### src/rtl/disp_pkg.sv
// Shared types and constants for the signed five-digit display path.
package disp_pkg;

    typedef enum logic [1:0] {
        IDLE   = 2'd0,
        CONV   = 2'd1,
        COMMIT = 2'd2
    } state_t;

    // Digit codes understood by the seven-segment decoder beyond 0-9
    localparam logic [3:0] DIG_BLANK = 4'd10;
    localparam logic [3:0] DIG_MINUS = 4'd11;

    // Active-low anode patterns, leftmost position is the sign
    localparam logic [3:0] AN_SIGN = 4'b0111;
    localparam logic [3:0] AN_D0   = 4'b1011;
    localparam logic [3:0] AN_D1   = 4'b1101;
    localparam logic [3:0] AN_D2   = 4'b1110;
    localparam logic [3:0] AN_OFF  = 4'b1111;

    // One shift-add-3 iteration per magnitude bit
    localparam int N_ITER = 16;

    // Add 3 to every BCD nibble that is 5 or more before the next shift
    function automatic logic [19:0] bcd_adjust(input logic [19:0] b);
        logic [19:0] r;
        r = b;
        for (int i = 0; i < 5; i++) begin
            if (b[4*i +: 4] >= 4'd5)
                r[4*i +: 4] = b[4*i +: 4] + 4'd3;
        end
        return r;
    endfunction

endpackage

### src/rtl/bin2bcd_seq.sv
// Sequential 16-bit binary to 5-digit BCD converter (shift-add-3).
// start loads the operand; done flags the edge that performs the last
// iteration; bcd holds the result until the next start.
module bin2bcd_seq
    import disp_pkg::*;
(
    input  logic        clk,
    input  logic        rst_n,
    input  logic        start,
    input  logic [15:0] din,
    output logic        done,
    output logic [19:0] bcd
);

    logic [15:0] bin;
    logic [19:0] acc;
    logic [19:0] adj;
    logic [3:0]  cnt;
    logic        run;

    assign adj  = bcd_adjust(acc);
    assign done = run && (cnt == 4'(N_ITER - 1));
    assign bcd  = acc;

    // Operand capture, then one adjust-and-shift per cycle while running
    always_ff @(posedge clk or negedge rst_n) begin
        if (!rst_n) begin
            bin <= '0;
            acc <= '0;
            cnt <= '0;
            run <= 1'b0;
        end else if (start) begin
            bin <= din;
            acc <= '0;
            cnt <= '0;
            run <= 1'b1;
        end else if (run) begin
            {acc, bin} <= {adj[18:0], bin, 1'b0};
            cnt        <= cnt + 4'd1;
            if (cnt == 4'(N_ITER - 1))
                run <= 1'b0;
        end
    end

endmodule

### src/rtl/disp_window_ctrl.sv
// Display sequencer: captures a signed magnitude, converts it to BCD,
// keeps a 3-digit scroll window and scans sign + window onto 4 anodes.
module disp_window_ctrl
    import disp_pkg::*;
#(
    parameter int SCAN_BITS = 18
) (
    input  logic        clk,
    input  logic        rst_n,
    input  logic [15:0] value,
    input  logic        sign,
    input  logic        load,
    input  logic        sl,
    input  logic        sr,
    output logic        busy,
    output logic [1:0]  win,
    output logic [3:0]  an,
    output logic [3:0]  digit
);

    state_t              state, state_nx;
    logic                start;
    logic                cdone;
    logic [19:0]         bcd;
    logic                sign_shadow;
    logic                sign_reg;
    logic [3:0]          d [5];
    logic                sl_p0, sl_p1, sl_p2;
    logic                sr_p0, sr_p1, sr_p2;
    logic                sl_edge, sr_edge;
    logic [SCAN_BITS+1:0] scnt;
    logic [1:0]          sel;
    logic [2:0]          wi;
    logic [3:0]          an_nx, digit_nx;

    bin2bcd_seq u_conv (
        .clk   (clk),
        .rst_n (rst_n),
        .start (start),
        .din   (value),
        .done  (cdone),
        .bcd   (bcd)
    );

    // FSM state register
    always_ff @(posedge clk or negedge rst_n) begin
        if (!rst_n) state <= IDLE;
        else        state <= state_nx;
    end

    // Next state; a load outside IDLE is dropped
    always_comb begin
        state_nx = state;
        start    = 1'b0;
        case (state)
            IDLE: begin
                if (load) begin
                    start    = 1'b1;
                    state_nx = CONV;
                end
            end
            CONV:    if (cdone) state_nx = COMMIT;
            COMMIT:  state_nx = IDLE;
            default: state_nx = IDLE;
        endcase
    end

    assign busy = (state != IDLE);

    // Sign shadow at load; displayed digits and sign change only in COMMIT
    always_ff @(posedge clk or negedge rst_n) begin
        if (!rst_n) begin
            sign_shadow <= 1'b0;
            sign_reg    <= 1'b0;
            for (int i = 0; i < 5; i++) d[i] <= '0;
        end else begin
            if (start) sign_shadow <= sign;
            if (state == COMMIT) begin
                sign_reg <= sign_shadow;
                for (int i = 0; i < 5; i++) d[i] <= bcd[4*(4-i) +: 4];
            end
        end
    end

    // Button synchronisers (p0, p1) and previous-level flop (p2)
    always_ff @(posedge clk or negedge rst_n) begin
        if (!rst_n) begin
            {sl_p0, sl_p1, sl_p2} <= 3'b000;
            {sr_p0, sr_p1, sr_p2} <= 3'b000;
        end else begin
            {sl_p0, sl_p1, sl_p2} <= {sl, sl_p0, sl_p1};
            {sr_p0, sr_p1, sr_p2} <= {sr, sr_p0, sr_p1};
        end
    end

    assign sl_edge = sl_p1 & ~sl_p2;
    assign sr_edge = sr_p1 & ~sr_p2;

    // Window offset: saturating steps, opposing edges cancel, COMMIT recentres
    always_ff @(posedge clk or negedge rst_n) begin
        if (!rst_n) begin
            win <= 2'd1;
        end else if (state == COMMIT) begin
            win <= 2'd1;
        end else if (sl_edge && !sr_edge) begin
            if (win < 2'd2) win <= win + 2'd1;
        end else if (sr_edge && !sl_edge) begin
            if (win > 2'd0) win <= win - 2'd1;
        end
    end

    // Free-running scan counter
    always_ff @(posedge clk or negedge rst_n) begin
        if (!rst_n) scnt <= '0;
        else        scnt <= scnt + 1'b1;
    end

    assign sel = scnt[SCAN_BITS+1:SCAN_BITS];
    assign wi  = {1'b0, win};

    // Anode/digit selection for the current scan position
    always_comb begin
        an_nx    = AN_OFF;
        digit_nx = DIG_BLANK;
        case (sel)
            2'd0: begin
                an_nx    = AN_SIGN;
                digit_nx = sign_reg ? DIG_MINUS : DIG_BLANK;
            end
            2'd1: begin
                an_nx    = AN_D0;
                digit_nx = d[wi];
            end
            2'd2: begin
                an_nx    = AN_D1;
                digit_nx = d[wi + 3'd1];
            end
            default: begin
                an_nx    = AN_D2;
                digit_nx = d[wi + 3'd2];
            end
        endcase
    end

    // Output stage: anode and digit registered together
    always_ff @(posedge clk or negedge rst_n) begin
        if (!rst_n) begin
            an    <= AN_OFF;
            digit <= DIG_BLANK;
        end else begin
            an    <= an_nx;
            digit <= digit_nx;
        end
    end

endmodule

### config.mk
export PLATFORM = sky130hd
export DESIGN_NAME = disp_window_ctrl
export DESIGN_NICKNAME = d
export VERILOG_FILES = /design/src/rtl/disp_pkg.sv /design/src/rtl/bin2bcd_seq.sv /design/src/rtl/disp_window_ctrl.sv
export SDC_FILE = /design/constraint.sdc
export NUM_CORES = 1
export LEC_CHECK = 0
export ABC_AREA = 1
export CAP_MARGIN = 20
export CORE_MARGIN = 5
export CORE_UTILIZATION = 40
export CTS_BUF_LIST = sky130_fd_sc_hd__clkbuf_16
export CTS_CLUSTER_DIAMETER = 120
export DETAILED_ROUTE_END_ITERATION = 12
export GPL_ROUTABILITY_DRIVEN = 1
export PLACE_DENSITY = 0.63
export SETUP_SLACK_MARGIN = 0.4
export SYNTH_ARGS = -nofsm -noshare
export SYNTH_HDL_FRONTEND = slang
export SYNTH_SLANG_ARGS = --single-unit
### constraint.sdc
create_clock -name clk -period 1.73 [get_ports clk]
set_input_delay 0.346 -clock clk [delete_from_list [all_inputs] [get_ports clk]]
set_output_delay 0.346 -clock clk [all_outputs]
set_load 0.05 [all_outputs]
==> impl_summary.log <==
[metrics] run status: completed
[metrics] Final Critical Period: 1521 ps
[metrics] clock latency reported for the late side of the worst-skew pair: 340 ps
[metrics] Die ar.: 14570 sq um
[metrics] CTS root buf: clkbuf_16
[metrics] average wire per cell in the routed design: 13.79 um
[metrics] worst slack at placement: 29.29 ps
[metrics] post-detail-place hpwl: 7183 um
[metrics] clock tree from TritonCTS: yes
[metrics] maximum buffer depth of the clock tree: 2
[metrics] # H-tree levels: 3
[metrics] startpoint type of the worst setup path: flip-flop
[metrics] overall power: 0.01054 W
[metrics] CTS buffer count: 9
[metrics] Cells after Synth: 562
[metrics] number of flops mapped to enable cells by yosys: 0
[metrics] Syn Area/Cell: 8.723 sq um
[metrics] endpoint class of the critical path: output pin
[metrics] sequential cell area: 2539 sq um
[metrics] input/output buffers: 32
[metrics] reported leakage power: 3.004 nW
[metrics] data required time of the worst path: 1380 ps
[metrics] synthesis warning total: 0
[metrics] total setup violations reported at the end of the flow: 0
[metrics] setup repair after global routing missed its margin: true
[metrics] proportion of layout cells with a drive suffix above 1: 27.75%
[metrics] Final Cycle Share: 87.92%
[metrics] Boundary Pins: 33
[metrics] highest metal layer with signal wires: met4
[metrics] normalized max-slew margin: 67.10%
[metrics] die height: 120.7 um
[metrics] number of maximum-capacitance violations: 0
[metrics] Final Hold Vio Count: 0
[metrics] remaining number of nets flagged by the antenna check after routing: 0
[metrics] length of routed met3 wiring: 415 um
[metrics] arrival time at the worst endpoint: 1170 ps
[metrics] total standard cell area after synthesis: 4902 sq um
[metrics] number of remaining DRC errors: 0
[metrics] iteration count of the initial detailed-routing pass: 5
[metrics] met2 WL: 5387 um
[metrics] detailed-routing wirelength on met1: 4941 um
[metrics] FF+latch count, synth: 101
[metrics] area of the placeable core: 12010 sq um
[metrics] Rows: 40
[metrics] pwr/cell area: 1605 nW/um^2
[metrics] count of cell types in the netlist: 33
[metrics] wire length of the first global-routing pass: 18070 um
[metrics] setup clock skew after layout: 7.180 ps
[metrics] worst-path maximum fanout: 5
[metrics] Worst Tran Pin Value: 493.5 ps
[metrics] maximum number of pins on one net before global-route repair: 38
[metrics] syn nets: 598
[metrics] antenna violations before repair: 0
[metrics] grt total ovfl: 0
[metrics] clock transition time at the flip-flop clock pins of the worst setup and hold paths: 60 ps
[metrics] total length of routed wires: 10920 um
[metrics] final weighted congestion in routability-driven placement: 0.8540
[metrics] diode count: 0
[metrics] path type of the worst setup path: reg -> out
[metrics] Starting Density: 40.81%
[metrics] timing-limited maximum frequency: 0.6575 GHz
[metrics] Worst IR Drop VDD: 1.140 mV
[metrics] Slew Limit Fails: 0
[metrics] path category of the worst min-delay check: reg -> reg
[metrics] detailed-route via count: 3980
[metrics] Final WS setup: 209.0 ps
[metrics] via count of the first global-routing pass: 3883
[metrics] Finished Cell Area: 6566 sq um
[metrics] Post-DP Area: 5542 sq um
[metrics] initial detailed-routing violation count: 279
[metrics] Fin Setup TNS: 0 ps
[metrics] number of nets in the finished design: 676
[metrics] synthesis-to-layout area growth: 33.95%
[metrics] chip width: 120.7 um
[metrics] global router's overall resource usage: 15.08%
[metrics] area of the multi-input gates: 2395 sq um
[metrics] # clock sinks: 101
[metrics] Post-synth top flop: dfrtp_1
[metrics] Filler Cells Inserted: 1052
[metrics] vias per std cell: 5.025
[metrics] portion of the post-synthesis area used by sequential elements: 51.74%
[metrics] proportion of register bits with asynchronous set or reset after synthesis: 100.0%
## Yosys cell counts, types with 10 or more instances
| library cell | instances | share of area [%] |
|---|---|---|
| dfrtp_1 | 94 | 48 |
| nand2_1 | 144 | 11 |
| o21ai_1 | 15 | 1.5 |
| nand3_1 | 29 | 3.0 |
| inv_1 | 53 | 4.1 |
| o22ai_1 | 11 | 1.4 |
| o21ai_0 | 47 | 4.8 |
| nor2_1 | 28 | 2.1 |
| xor2_1 | 15 | 2.7 |
| a21oi_1 | 21 | 2.1 |
| ha_1 | 14 | 3.6 |
| buf_2 | 10 | 1.0 |
| inv_2 | 10 | 0.77 |
## power by group
group | switching (W) | internal (W)
Combinational | 0.00283 | 0.00230
Sequential | 0.000550 | 0.00305
Clock | 0.000854 | 0.000955
Total | 0.00424 | 0.00630
## logic make-up (layout without fill, tap and decap cells)
group	count (synthesis)	in the layout	share of synthesized area, %
DFF	101	101	51.74
and+or+nand+nor	237	237	22.08
adders and majority gates	14	14	3.573
xor gates and xnor gates	22	22	3.931
buffers and inverters	81	164	6.764
AOI/OAI and AO/OA	107	107	11.92
## metrics by stage
| step | cells | hold slack (ps) | utilization [%] |
|---|---|---|---|
| after floorplan | 562 | 50.41 | - |
| after global placement | 736 | 335.2 | 46.14 |
| after detailed placement | 736 | 341.3 | 46.14 |
| after CTS | 769 | 355.7 | 50.46 |
| after global routing | 792 | 365.8 | 54.67 |
| final | 792 | 353.4 | 54.67 |
## timing repair
item,4_1_cts,5_1_grt
hold endpoints to repair,28,0
gates resized for setup,42,75
hold buffers,1,0
pin swaps,20,31
gates cloned,0,1
endpoints found under the setup margin,45,62
setup buffers,16,22
## metal layers
metal,track usage (%),vias up
met4,4.887,0
met3,3.134,15
met2,24.55,68
met1,20.14,1909
met5,0,-
li1,-,1988
## critical path, stage by stage, from the launching register on
cell,delay [ps]
dfstp_2,600
buf_6,120
buf_12,120
## layout by cell type, fill, tap and decap left out, types with 4 or more instances in the layout
| master | instances |
|---|---|
| clkbuf_16 | 10 |
| nand4_1 | 4 |
| a21oi_4 | 4 |
| dfstp_2 | 7 |
| nor2_4 | 5 |
| nor2_1 | 26 |
| o21ai_1 | 21 |
| inv_1 | 41 |
| buf_4 | 38 |
| buf_6 | 9 |
| inv_2 | 18 |
| or2_4 | 5 |
| xor2_1 | 15 |
| nand3_2 | 6 |
| clkdlybuf4s50_1 | 20 |
| nor3_1 | 6 |
| nand3_1 | 25 |
| nand2_4 | 7 |
| dfrtp_1 | 92 |
| ha_4 | 10 |
| nand2_1 | 134 |
| o22ai_1 | 10 |
| o21ai_0 | 40 |
| a21oi_1 | 9 |
| nand2_2 | 10 |
| buf_12 | 15 |
| xnor2_1 | 6 |
| inv_4 | 5 |
| a21oi_2 | 8 |
| o211ai_1 | 9 |
## layout make-up
cell class                 instances  area share [%]
timing repair buffer              84           14.04
inverter                          64           4.040
clock inverter                     7          0.5526
multi-input combinational        380           36.47
clock buffer                       9           3.430
tap                              147           2.801
sequential                       101           38.66
## worst paths after layout
path | start | end | slack (ps) | depth (start not counted)
worst max-delay path | win[0] | win[0] | 210 | 2
worst min-delay path | sr_p0 | sr_p1 | 350 | 0
worst max register to register | win[0] | digit[0] | 210 | 7
worst min register to register | sr_p0 | sr_p1 | 350 | 0
max in group asynchronous | rst_n | u_conv.bcd[12] | 650 | 3
min in group asynchronous | rst_n | scnt[13] | 510 | 2
No activity file was read; power rests on OpenSTA's default activity.
